<file path="src/rtl/sonar_pkg.sv">
//------------------------------------------------------------------------------
// sonar_pkg : shared FSM encoding, timing constants and helpers for sonar_ranger
// Revision  : 1.0
//------------------------------------------------------------------------------
`default_nettype none

package sonar_pkg;

  typedef enum logic [2:0] {
    ST_IDLE      = 3'd0,
    ST_TRIG      = 3'd1,
    ST_WAIT_RISE = 3'd2,
    ST_MEASURE   = 3'd3,
    ST_GUARD     = 3'd4
  } state_e;

  localparam int DEF_N_CH        = 4;
  localparam int DEF_CNT_W       = 24;
  localparam int DEF_TRIG_CYC    = 1500;
  localparam int DEF_TIMEOUT_CYC = 600000;
  localparam int DEF_GUARD_CYC   = 3000;

  // Short timing set so a full multi-channel sequence fits in a quick simulation
  localparam int SIM_TRIG_CYC    = 20;
  localparam int SIM_TIMEOUT_CYC = 1000;
  localparam int SIM_GUARD_CYC   = 50;

  function automatic int clog2_min1(input int n);
    int w;
    w = 1;
    while ((1 << w) < n) w++;
    return w;
  endfunction

  function automatic int max3(input int a, input int b, input int c);
    int m;
    m = (a > b) ? a : b;
    return (m > c) ? m : c;
  endfunction

  function automatic logic [3:0] lowest_set(input logic [15:0] v);
    logic [3:0] idx;
    idx = '0;
    for (int i = 15; i >= 0; i--) begin
      if (v[i]) idx = 4'(i);
    end
    return idx;
  endfunction

endpackage

`default_nettype wire

</file>
<file path="src/rtl/sonar_echo_sync.sv">
//------------------------------------------------------------------------------
// sonar_echo_sync : two-flop synchroniser for one echo pin with rise/fall pulses
// Revision        : 1.0
//------------------------------------------------------------------------------
`default_nettype none

module sonar_echo_sync (
  input  logic clk_sys,
  input  logic rst_n,
  input  logic echo_i,
  output logic rise_o,
  output logic fall_o
);

  logic meta_q;
  logic sync_q;
  logic prev_q;

  always_ff @(posedge clk_sys or negedge rst_n) begin
    if (!rst_n) begin
      meta_q <= 1'b0;
      sync_q <= 1'b0;
      prev_q <= 1'b0;
    end else begin
      meta_q <= echo_i;
      sync_q <= meta_q;
      prev_q <= sync_q;
    end
  end

  assign rise_o = sync_q & ~prev_q;
  assign fall_o = ~sync_q & prev_q;

endmodule

`default_nettype wire

</file>
<file path="src/rtl/sonar_ranger.sv">
//------------------------------------------------------------------------------
// sonar_ranger : round-robin multi-channel trig/echo ranging engine
// Revision     : 1.0
//------------------------------------------------------------------------------
`default_nettype none

module sonar_ranger
  import sonar_pkg::*;
#(
  parameter  int N_CH        = DEF_N_CH,
  parameter  int CNT_W       = DEF_CNT_W,
  parameter  int TRIG_CYC    = DEF_TRIG_CYC,
  parameter  int TIMEOUT_CYC = DEF_TIMEOUT_CYC,
  parameter  int GUARD_CYC   = DEF_GUARD_CYC,
  localparam int CH_W        = clog2_min1(N_CH)
) (
  input  logic             clk_sys,
  input  logic             rst_n,
  input  logic             fire_i,
  input  logic [N_CH-1:0]  ch_mask_i,
  output logic [N_CH-1:0]  trig_o,
  input  logic [N_CH-1:0]  echo_i,
  output logic             busy_o,
  output logic             res_valid_o,
  output logic [CH_W-1:0]  res_ch_o,
  output logic [CNT_W-1:0] res_data_o,
  output logic             res_timeout_o,
  output logic             seq_done_o
);

  localparam int MAX_CYC = max3(TRIG_CYC, TIMEOUT_CYC, GUARD_CYC);
  localparam int PH_W    = clog2_min1(MAX_CYC + 1);

  localparam logic [PH_W-1:0] TRIG_LAST    = PH_W'(TRIG_CYC - 1);
  localparam logic [PH_W-1:0] TIMEOUT_LAST = PH_W'(TIMEOUT_CYC - 1);
  localparam logic [PH_W-1:0] TIMEOUT_VAL  = PH_W'(TIMEOUT_CYC);
  localparam logic [PH_W-1:0] GUARD_LAST   = PH_W'(GUARD_CYC - 1);

  state_e           state_q;
  logic [N_CH-1:0]  mask_q;
  logic [N_CH-1:0]  trig_q;
  logic [CH_W-1:0]  ch_q;
  logic [PH_W-1:0]  ph_q;
  logic [CNT_W-1:0] wcnt_q;
  logic             busy_q;
  logic             res_valid_q;
  logic [CH_W-1:0]  res_ch_q;
  logic [CNT_W-1:0] res_data_q;
  logic             res_timeout_q;
  logic             seq_done_q;

  logic [N_CH-1:0]  w_rise;
  logic [N_CH-1:0]  w_fall;
  logic [N_CH-1:0]  w_above;
  logic             w_more;
  logic [CH_W-1:0]  w_first_ch;
  logic [CH_W-1:0]  w_next_ch;
  logic             w_rise_sel;
  logic             w_fall_sel;

  for (genvar g = 0; g < N_CH; g++) begin : g_sync
    sonar_echo_sync u_sync (
      .clk_sys (clk_sys),
      .rst_n   (rst_n),
      .echo_i  (echo_i[g]),
      .rise_o  (w_rise[g]),
      .fall_o  (w_fall[g])
    );
  end

  // Remaining channels are those in the latched mask strictly above the current one
  always_comb begin
    w_above = '0;
    for (int i = 0; i < N_CH; i++) begin
      w_above[i] = mask_q[i] && (i > int'(ch_q));
    end
  end

  assign w_more     = |w_above;
  assign w_first_ch = CH_W'(lowest_set(16'(ch_mask_i)));
  assign w_next_ch  = CH_W'(lowest_set(16'(w_above)));
  assign w_rise_sel = w_rise[ch_q];
  assign w_fall_sel = w_fall[ch_q];

  always_ff @(posedge clk_sys or negedge rst_n) begin
    if (!rst_n) begin
      state_q       <= ST_IDLE;
      mask_q        <= '0;
      trig_q        <= '0;
      ch_q          <= '0;
      ph_q          <= '0;
      wcnt_q        <= '0;
      busy_q        <= 1'b0;
      res_valid_q   <= 1'b0;
      res_ch_q      <= '0;
      res_data_q    <= '0;
      res_timeout_q <= 1'b0;
      seq_done_q    <= 1'b0;
    end else begin
      res_valid_q <= 1'b0;
      seq_done_q  <= 1'b0;
      case (state_q)
        ST_IDLE: begin
          if (fire_i && |ch_mask_i) begin
            mask_q  <= ch_mask_i;
            ch_q    <= w_first_ch;
            trig_q  <= N_CH'(1) << w_first_ch;
            busy_q  <= 1'b1;
            ph_q    <= '0;
            state_q <= ST_TRIG;
          end
        end
        ST_TRIG: begin
          if (ph_q == TRIG_LAST) begin
            trig_q  <= '0;
            ph_q    <= '0;
            state_q <= ST_WAIT_RISE;
          end else begin
            ph_q <= ph_q + 1'b1;
          end
        end
        ST_WAIT_RISE: begin
          if (w_rise_sel) begin
            wcnt_q  <= CNT_W'(1);
            ph_q    <= PH_W'(1);
            state_q <= ST_MEASURE;
          end else if (ph_q == TIMEOUT_LAST) begin
            res_valid_q   <= 1'b1;
            res_ch_q      <= ch_q;
            res_data_q    <= '0;
            res_timeout_q <= 1'b1;
            ph_q          <= '0;
            state_q       <= ST_GUARD;
          end else begin
            ph_q <= ph_q + 1'b1;
          end
        end
        ST_MEASURE: begin
          // Timeout wins a tie with the falling edge: a pulse of exactly TIMEOUT_CYC is over-range
          if (ph_q == TIMEOUT_VAL || w_fall_sel) begin
            res_valid_q   <= 1'b1;
            res_ch_q      <= ch_q;
            res_data_q    <= wcnt_q;
            res_timeout_q <= (ph_q == TIMEOUT_VAL);
            ph_q          <= '0;
            state_q       <= ST_GUARD;
          end else begin
            ph_q <= ph_q + 1'b1;
            if (wcnt_q != '1) wcnt_q <= wcnt_q + 1'b1;
          end
        end
        ST_GUARD: begin
          if (ph_q == GUARD_LAST) begin
            ph_q <= '0;
            if (w_more) begin
              ch_q    <= w_next_ch;
              trig_q  <= N_CH'(1) << w_next_ch;
              state_q <= ST_TRIG;
            end else begin
              busy_q     <= 1'b0;
              seq_done_q <= 1'b1;
              state_q    <= ST_IDLE;
            end
          end else begin
            ph_q <= ph_q + 1'b1;
          end
        end
        default: state_q <= ST_IDLE;
      endcase
    end
  end

  assign trig_o        = trig_q;
  assign busy_o        = busy_q;
  assign res_valid_o   = res_valid_q;
  assign res_ch_o      = res_ch_q;
  assign res_data_o    = res_data_q;
  assign res_timeout_o = res_timeout_q;
  assign seq_done_o    = seq_done_q;

endmodule

`default_nettype wire

</file>
<file path="config.mk">
export PLATFORM = sky130hd
export DESIGN_NAME = sonar_ranger
export DESIGN_NICKNAME = d
export VERILOG_FILES = /design/src/rtl/sonar_pkg.sv /design/src/rtl/sonar_echo_sync.sv /design/src/rtl/sonar_ranger.sv
export SDC_FILE = /design/constraint.sdc
export NUM_CORES = 1
export LEC_CHECK = 0
export CAP_MARGIN = 20
export CELL_PAD_IN_SITES_DETAIL_PLACEMENT = 1
export CELL_PAD_IN_SITES_GLOBAL_PLACEMENT = 2
export CORE_ASPECT_RATIO = 1.2
export CORE_MARGIN = 2
export CORE_UTILIZATION = 30
export CTS_CLUSTER_SIZE = 24
export DETAILED_ROUTE_END_ITERATION = 8
export GPL_TIMING_DRIVEN = 0
export PLACE_DENSITY_LB_ADDON = 0.1
export SYNTH_ARGS = -nofsm -noshare
export SYNTH_HDL_FRONTEND = slang
export SYNTH_SLANG_ARGS = --single-unit
</file>
<file path="constraint.sdc">
create_clock -name clk_sys -period 3.3 [get_ports clk_sys]
set_clock_uncertainty 0.05 [all_clocks]
set_input_delay 0.33 -clock clk_sys [delete_from_list [all_inputs] [get_ports clk_sys]]
set_output_delay 0.33 -clock clk_sys [all_outputs]
set_load 0.1 [all_outputs]
</file>
# Yosys cells after proc, flatten, opt, wreduce, memory -nomap -nowiden
# Index checks and enable logic that the tools add are counted.
[classes]
eq_ne = 21
addsub = 2
bitwise_logic = 16
shifts = 2
n_reduce_logical = 20
n_mux = 62
n_lt_le_gt_ge = 4
[ops]
columns = ["operator", "count"]
rows = [
  ["24-bit two-way mux", 6],
  ["20-bit two-way mux", 6],
  ["20-bit one-hot mux with 5 select lines", 1],
  ["24-bit one-hot mux with 2 select lines", 2],
  ["20-bit == test, second input constant", 2],
  ["2-bit two-way mux", 13],
  ["24-bit by 1-bit adder with 24-bit output, second input constant", 1],
  ["24-bit inequality test, second input constant", 1],
  ["2-bit inequality test, second input constant", 11],
  ["20-bit by 1-bit adder with 20-bit output, second input constant", 1],
  ["20-bit by 11-bit == test with 1-bit output, second input constant", 1],
  ["20-bit by 12-bit == test with 1-bit output, second input constant", 1],
  ["3-bit two-way mux", 6],
  ["4-bit two-way mux", 4],
  ["4-bit AND reduction", 4],
  ["1-bit two-way mux", 15],
  ["3-bit one-hot mux with 5 select lines", 1],
  ["4-bit one-hot mux with 3 select lines", 1],
  ["5-bit AND reduction", 2],
  ["1-bit bitwise AND", 8],
  ["1-bit NOT", 8],
  ["2-bit one-hot mux with 2 select lines", 2],
  ["1-bit by 2-bit << shifter with 4-bit output, first input constant", 2],
  ["3-bit by 2-bit == test with 1-bit output, second input constant", 2],
  ["17 further kinds", 26],
]
[word_totals]
input_bits = 11
elab_cells = 151
out_inout_bits = 34
register_bits = 99

# Depth between registers and ports, before layout
[depth]
word_depth = 9
ltp_mapped = 10
depth_no_buf = 7

# Modules after synthesis
# Synthesis repeated with hierarchy kept, for this count alone.
[hier_totals]
cells_unflattened = 520
area_unflattened_um2 = 5012.3
[by_module_without_submodules]
columns = ["mod", "area_each_um2", "instances", "seq_area_each_um2", "cells_per_inst"]
rows = [
  ["sonar_ranger", 4652.0, 1, 2152.1, 500],
  ["sonar_echo_sync", 90.1, 4, 75.1, 5],
]

# Least setup slack after synthesis
# Ideal clock, no wire load.
[synth_timing]
kind = "reg2reg"
startpoint = "register ch_q[0]"
endpoint = "register wcnt_q[22]"
arrival_time_ns = 2.297
path_stages_with_launch = 8
path_slack_ns = 0.875
required_ns = 3.172
path_buffers = 1
synth_period_minus_slack_ns = 2.425
setup_ns = 0.078
cell_sequence = "dfrtp_1 > inv_2 > mux4_2 > a31o_1 > a211o_1 > buf_6 > or4_1 > a21oi_1"
[synth_between]
elab_chain_cells = 5
elab_cells_between_ends = 8
classes_between = "eq/ne (2); mux (4); reduce/logical (2)"
[synth_rtl]
columns = ["element", "line_no", "text"]
rows = [
  ["from (decl)", "sonar_ranger.sv:42", "logic [CH_W-1:0] ch_q;"],
  ["from (signal assigned)", "sonar_ranger.sv:106", "ch_q <= w_first_ch;"],
  ["from (signal assigned)", "sonar_ranger.sv:156", "ch_q <= w_next_ch;"],
  ["1-bit binary-select mux with 2-bit select", "sonar_ranger.sv:83", "assign w_fall_sel = w_fall[ch_q];"],
  ["1-bit two-way mux (implied by the code)", "sonar_ranger.sv:83", ""],
  ["1-bit logical OR", "sonar_ranger.sv:140", "if (ph_q == TIMEOUT_VAL || w_fall_sel) begin"],
  ["2-bit inequality test (no source line)", "n/a", ""],
  ["4-bit AND reduction (no source line) *", "n/a", ""],
  ["to (signal assigned)", "sonar_ranger.sv:149", "if (wcnt_q != '1) wcnt_q <= wcnt_q + 1'b1;"],
  ["to (decl)", "sonar_ranger.sv:44", "logic [CNT_W-1:0] wcnt_q;"],
]
# Mark *: on every way between the ends. The rest lies on a longest branch, timed or not. The select of a mux whose other input is x is not followed.
# A chain may end at the register's enable or synchronous reset.

# Worst setup path after layout
[layout_timing]
startpoint = "register ph_q[8]"
endpoint = "register res_data_q[21], in the netlist res_data_o[21]"
[layout_between]
elab_chain_cells = 4
elab_cells_between_ends = 6
classes_between = "eq/ne (4); reduce/logical (2)"
[layout_rtl]
columns = ["element", "line_no", "text"]
rows = [
  ["from (decl)", "sonar_ranger.sv:43", "logic [PH_W-1:0] ph_q;"],
  ["from (signal assigned)", "sonar_ranger.sv:119", "ph_q <= ph_q + 1'b1;"],
  ["from (signal assigned)", "sonar_ranger.sv:135", "ph_q <= ph_q + 1'b1;"],
  ["from (signal assigned)", "sonar_ranger.sv:148", "ph_q <= ph_q + 1'b1;"],
  ["20-bit == test", "sonar_ranger.sv:140", ""],
  ["1-bit logical OR", "sonar_ranger.sv:140", ""],
  ["2-bit inequality test (no source line)", "n/a", ""],
  ["4-bit AND reduction (no source line) *", "n/a", ""],
  ["to (signal assigned)", "sonar_ranger.sv:143", "res_data_q <= wcnt_q;"],
  ["to (decl)", "sonar_ranger.sv:48", "logic [CNT_W-1:0] res_data_q;"],
]
# Mark *: on every way between the ends. The rest lies on a longest branch, timed or not.

==> results.txt <==
The number of clock sinks is 98. Broken down by cell family, the worst path's largest delay share belongs to buffers and inverters. The vertical extent of the die came out at between 100 and 150 um. The number of DRC markers in iteration 0 came out at ~130.

The largest fanout on the critical path is 10. The H-tree depth reported by CTS is 3. The critical path endpoint category is a register.

For this run, the number of standard cells in the final layout without fillers is roughly 790. The number of iterations in the first detailed-routing pass is 4. Summing the sequential cell areas from Yosys gives between 50% and 60% of the chip area.

The number of inserted diodes came out at 0. The final critical path time including I/O delays and setup came out at roughly 3 ns. The proportion of register bits with asynchronous set or reset after synthesis came out at 100%.

Based on the critical path, the design can be clocked at up to 336 MHz. During placement, the flow inserted port buffers numbering 44. The launch point of the worst hold path is g_sync[3].u_sync.meta_q. TritonCTS built the clock tree.

The via count of the first global-routing pass is approximately 4200. The hold violation count in the final report came out at 0. Sorting the synthesized cells by how often they occur yields sky130_fd_sc_hd__dfrtp_1 (98), sky130_fd_sc_hd__nor2_1 (44), sky130_fd_sc_hd__a21oi_1 (40), sky130_fd_sc_hd__nand2_1 (38), sky130_fd_sc_hd__inv_1 (35). The total number of placement rows came out at 51.

The most repeated cell in the gate-level netlist after synthesis is sky130_fd_sc_hd__dfrtp_1. After synthesis the cells add up to between 4000 and 5000 um2. The total global routing track utilization came out at 16.6%. The reg-to-reg endpoint is res_data_o[21]. Clock-pin slew was measured on the worst setup and hold paths at ~0.070 ns.

Setup repair after global routing left no endpoint under its margin. The worst hold path terminates at g_sync[3].u_sync.sync_q. The cell count of the worst hold path came out at 0. Counting the buffers created by CTS gives 9. At the worst endpoint, the arrival time is around 3.2 ns. Measured in cells, the most critical reg-to-reg path has a length of 8. The largest voltage drop on the vdd net came out at approximately 400 uV. In this run the mean area of a mapped cell was around 9.5 um2. The number of nets with antenna violations after detailed routing came out at 0. The final design area excluding fillers came out at 5950 um2. The final-layout worst hold slack is roughly 0.3 ns. The fraction of final layout cells with drive strength greater than 1 is 10.7%. The leakage power total came out at roughly 2.4 nW.

The layout net count is approximately 590. The remaining global-route overflow came out at 0. The pin count of the biggest net entering global routing came out at between 60 and 70. The half-perimeter wire length after detailed placement came out at around 9900 um. The routed design has about 13000 um of wire. The number of enable flip-flop cells after synthesis came out at 0. The number of antenna violations at the first check in global routing was 0. The register-to-register setup slack came out at about 0.32 ns. The die covers 17400 um2. The number of max-slew violations in the final report was 0. The flow ran to the end, and the final reports show no timing, DRC or antenna violations.

Synthesis produced a netlist whose cell count is slightly above 500. The weighted congestion at the end of routability-driven global placement is 0.805. The global routing met2 resource utilization came out at approximately 29%. The type of origin of the critical path is a register. For the pin with the worst max-slew slack, the measured transition is a little under 1 ns. The first global-routing pass estimated 22400 um of wire. The relative slew slack came out at 34.3%.

After synthesis the netlist holds a flip-flop and latch count of 98. The detailed router placed just over 4000 vias in this run. Dividing the detail-routed wire length by the instance count gives around 17 um. After synthesis, the cell types taking the most area are sky130_fd_sc_hd__dfrtp_1 (50%), sky130_fd_sc_hd__a31o_2 (4.5%), sky130_fd_sc_hd__a21oi_1 (4.1%). Dividing the detail-routed via count by the number of cells gives about 5.3. The critical path's largest stage delay came out at around 0.56 ns. The maximum count of clock buffers along a single path is 2. The post-route fraction of the period consumed by the critical path is between 90% and 100%.

The power per cell area is approximately 810 nW/um2. The net count of the mapped netlist came out at between 500 and 600. The area of the core came out at 16100 um2. The global-route track usage on met1 is between 20% and 30%. The cell occurring most often along the worst timing path is sky130_fd_sc_hd__clkbuf_1. The insertion delay of the later-clocked pin in the worst-skew pair came out at 0.36 ns.

The launching point of the worst reg2reg path is ph_q[8]. The top cell type's share of synthesized area is between 50% and 60%. The cell sitting at the root of the clock tree is a sky130_fd_sc_hd__clkbuf_16. The data required time of the critical path came out at about 3.5 ns. The global-route met3 utilization is under 10%. After global routing, the most crowded layer is met2. Walking the worst path, the cells encountered are nand2_1 -> nor4b_1 -> a31o_1 -> a22o_1 -> clkbuf_1 -> clkbuf_1 -> nor2_1 -> a31o_2. The critical path in this run is classified as reg2reg.

Once placement completed, the tool counted placed cells totaling 775. The max capacitance violation total came out at 0. The I/O pin total came out at between 40 and 50. The die span in x is approximately 120 um. The largest area contributor in the netlist is sky130_fd_sc_hd__dfrtp_1.

In this run the worst hold path is classified as reg2reg. Setup violations remaining at the end of the flow were counted as 0. The combined buffer and inverter count along the critical path came out at 2. The synthesized netlist contains 56 unique library cells. The area of placed instances came out at ~5600 um2.

The synthesis warning total is 0. The dominant register cell in the synthesized netlist is sky130_fd_sc_hd__dfrtp_1. The area growth from synthesis to layout is 21.3%.

The initial core utilization is a little under a third. In the routed design, unresolved DRC markers number 0. The highest-delay cell along the critical path is sky130_fd_sc_hd__nor4b_1.
==> power by group <==
part | switching [W] | leakage, nW | total, W | internal, W
registers | 0.000205 | 1.30 | 0.00161 | 0.00140
logic | 0.00148 | 0.987 | 0.00212 | 0.000640
clock network | 0.000487 | 0.139 | 0.00108 | 0.000590
==> metal layers <==
| layer | share of wire [%] | wire, um | vias to the layer above |
|---|---|---|---|
| li1 | - | - | 2013 |
| met1 | 45 | 6050 | 2068 |
| met2 | 51 | 6780 | 59 |
| met3 | 2.2 | 300 | 18 |
| met4 | 2.0 | 274 | 0 |
| met5 | 0 | 0 | - |
==> placed cells by master, fill, tap and decap left out, drive strengths merged, types with 3 or more instances in the layout <==
cell type and instances:
mux2i 6, and2 4, a31oi 11, clkdlybuf4s50 43
nor3 13, nand4 7, clkinv 3, and3 11
buf 6, nand2b 4, nand2 38, o41ai 3
or3 19, a22o 4, nor4 11, inv 36
clkbuf 31, nand3 20, or4 4, o31ai 5
nor2b 8, ha 3, nor2 44, a41oi 4
a221o 3, a21oi 40, a31o 26, o21ai 26
mux2 9, and4 4, dfrtp 98
==> flip-flops by register name, indices dropped and copies added, names as in the netlist, 2 cells and up <==
register              flops
g_sync.u_sync.prev_q      4
ch_q                      2
trig_o                    4
res_ch_o                  2
state_q                   3
res_data_o               24
g_sync.u_sync.meta_q      4
ph_q                     20
mask_q                    3
wcnt_q                   24
g_sync.u_sync.sync_q      4
==> how the worst max path moves through the flow <==
stage | slack (ns) | cells past startpoint | to | start
finish | 0.32 | 8 | res_data_o[21] | ph_q[8]
global route | 0.01 | 8 | res_data_o[20] | ph_q[8]
CTS | 0.005 | 9 | res_data_o[19] | ph_q[11]
detailed placement | 0.05 | 9 | res_data_o[21] | ph_q[11]
global placement | -2.16 | 1 | mask_q[1] | rst_n
floorplan | 0.87 | 7 | wcnt_q[22] | ch_q[0]
==> stage by stage <==
stage,utilization (%),total power (W),TNS (ns),worst slack (ns)
2_1_floorplan,-,0.00313,0,0.875
3_3_place_gp,34.7,0.00376,-210.28,-2.16
3_5_place_dp,34.9,0.00378,0,0.0475
4_1_cts,36.8,0.00488,0,0.00452
5_1_grt,36.9,0.00515,0,0.0137
6_report,36.9,0.00480,0,0.320
==> layout make-up <==
class / instances / area, um2
sequential: 98 / 2450
clock buffer: 10 / 229
inverter: 36 / 135
buffer: 25 / 105
multi-input combinational: 358 / 2220
tap: 212 / 265
timing repair buffer: 46 / 475
clock inverter: 6 / 67.6
fill: 1856 / 10200
==> kinds of logic after synthesis <==
kind of cell | synth area share, %
simple gates | 21.7
fa+ha+maj | 0.766
mux | 3.75
compound gates | 18.8
buf+inv | 4.98
flops | 50.0
==> timing repair <==
item / in CTS / in global routing
resized for setup: 1 / 1
hold endpoints to repair: 36 / 0
setup buffers: 0 / 0
setup endpoints to repair: 1 / 35
hold buffers: 1 / 0
Power figures use the tool's default switching activity.
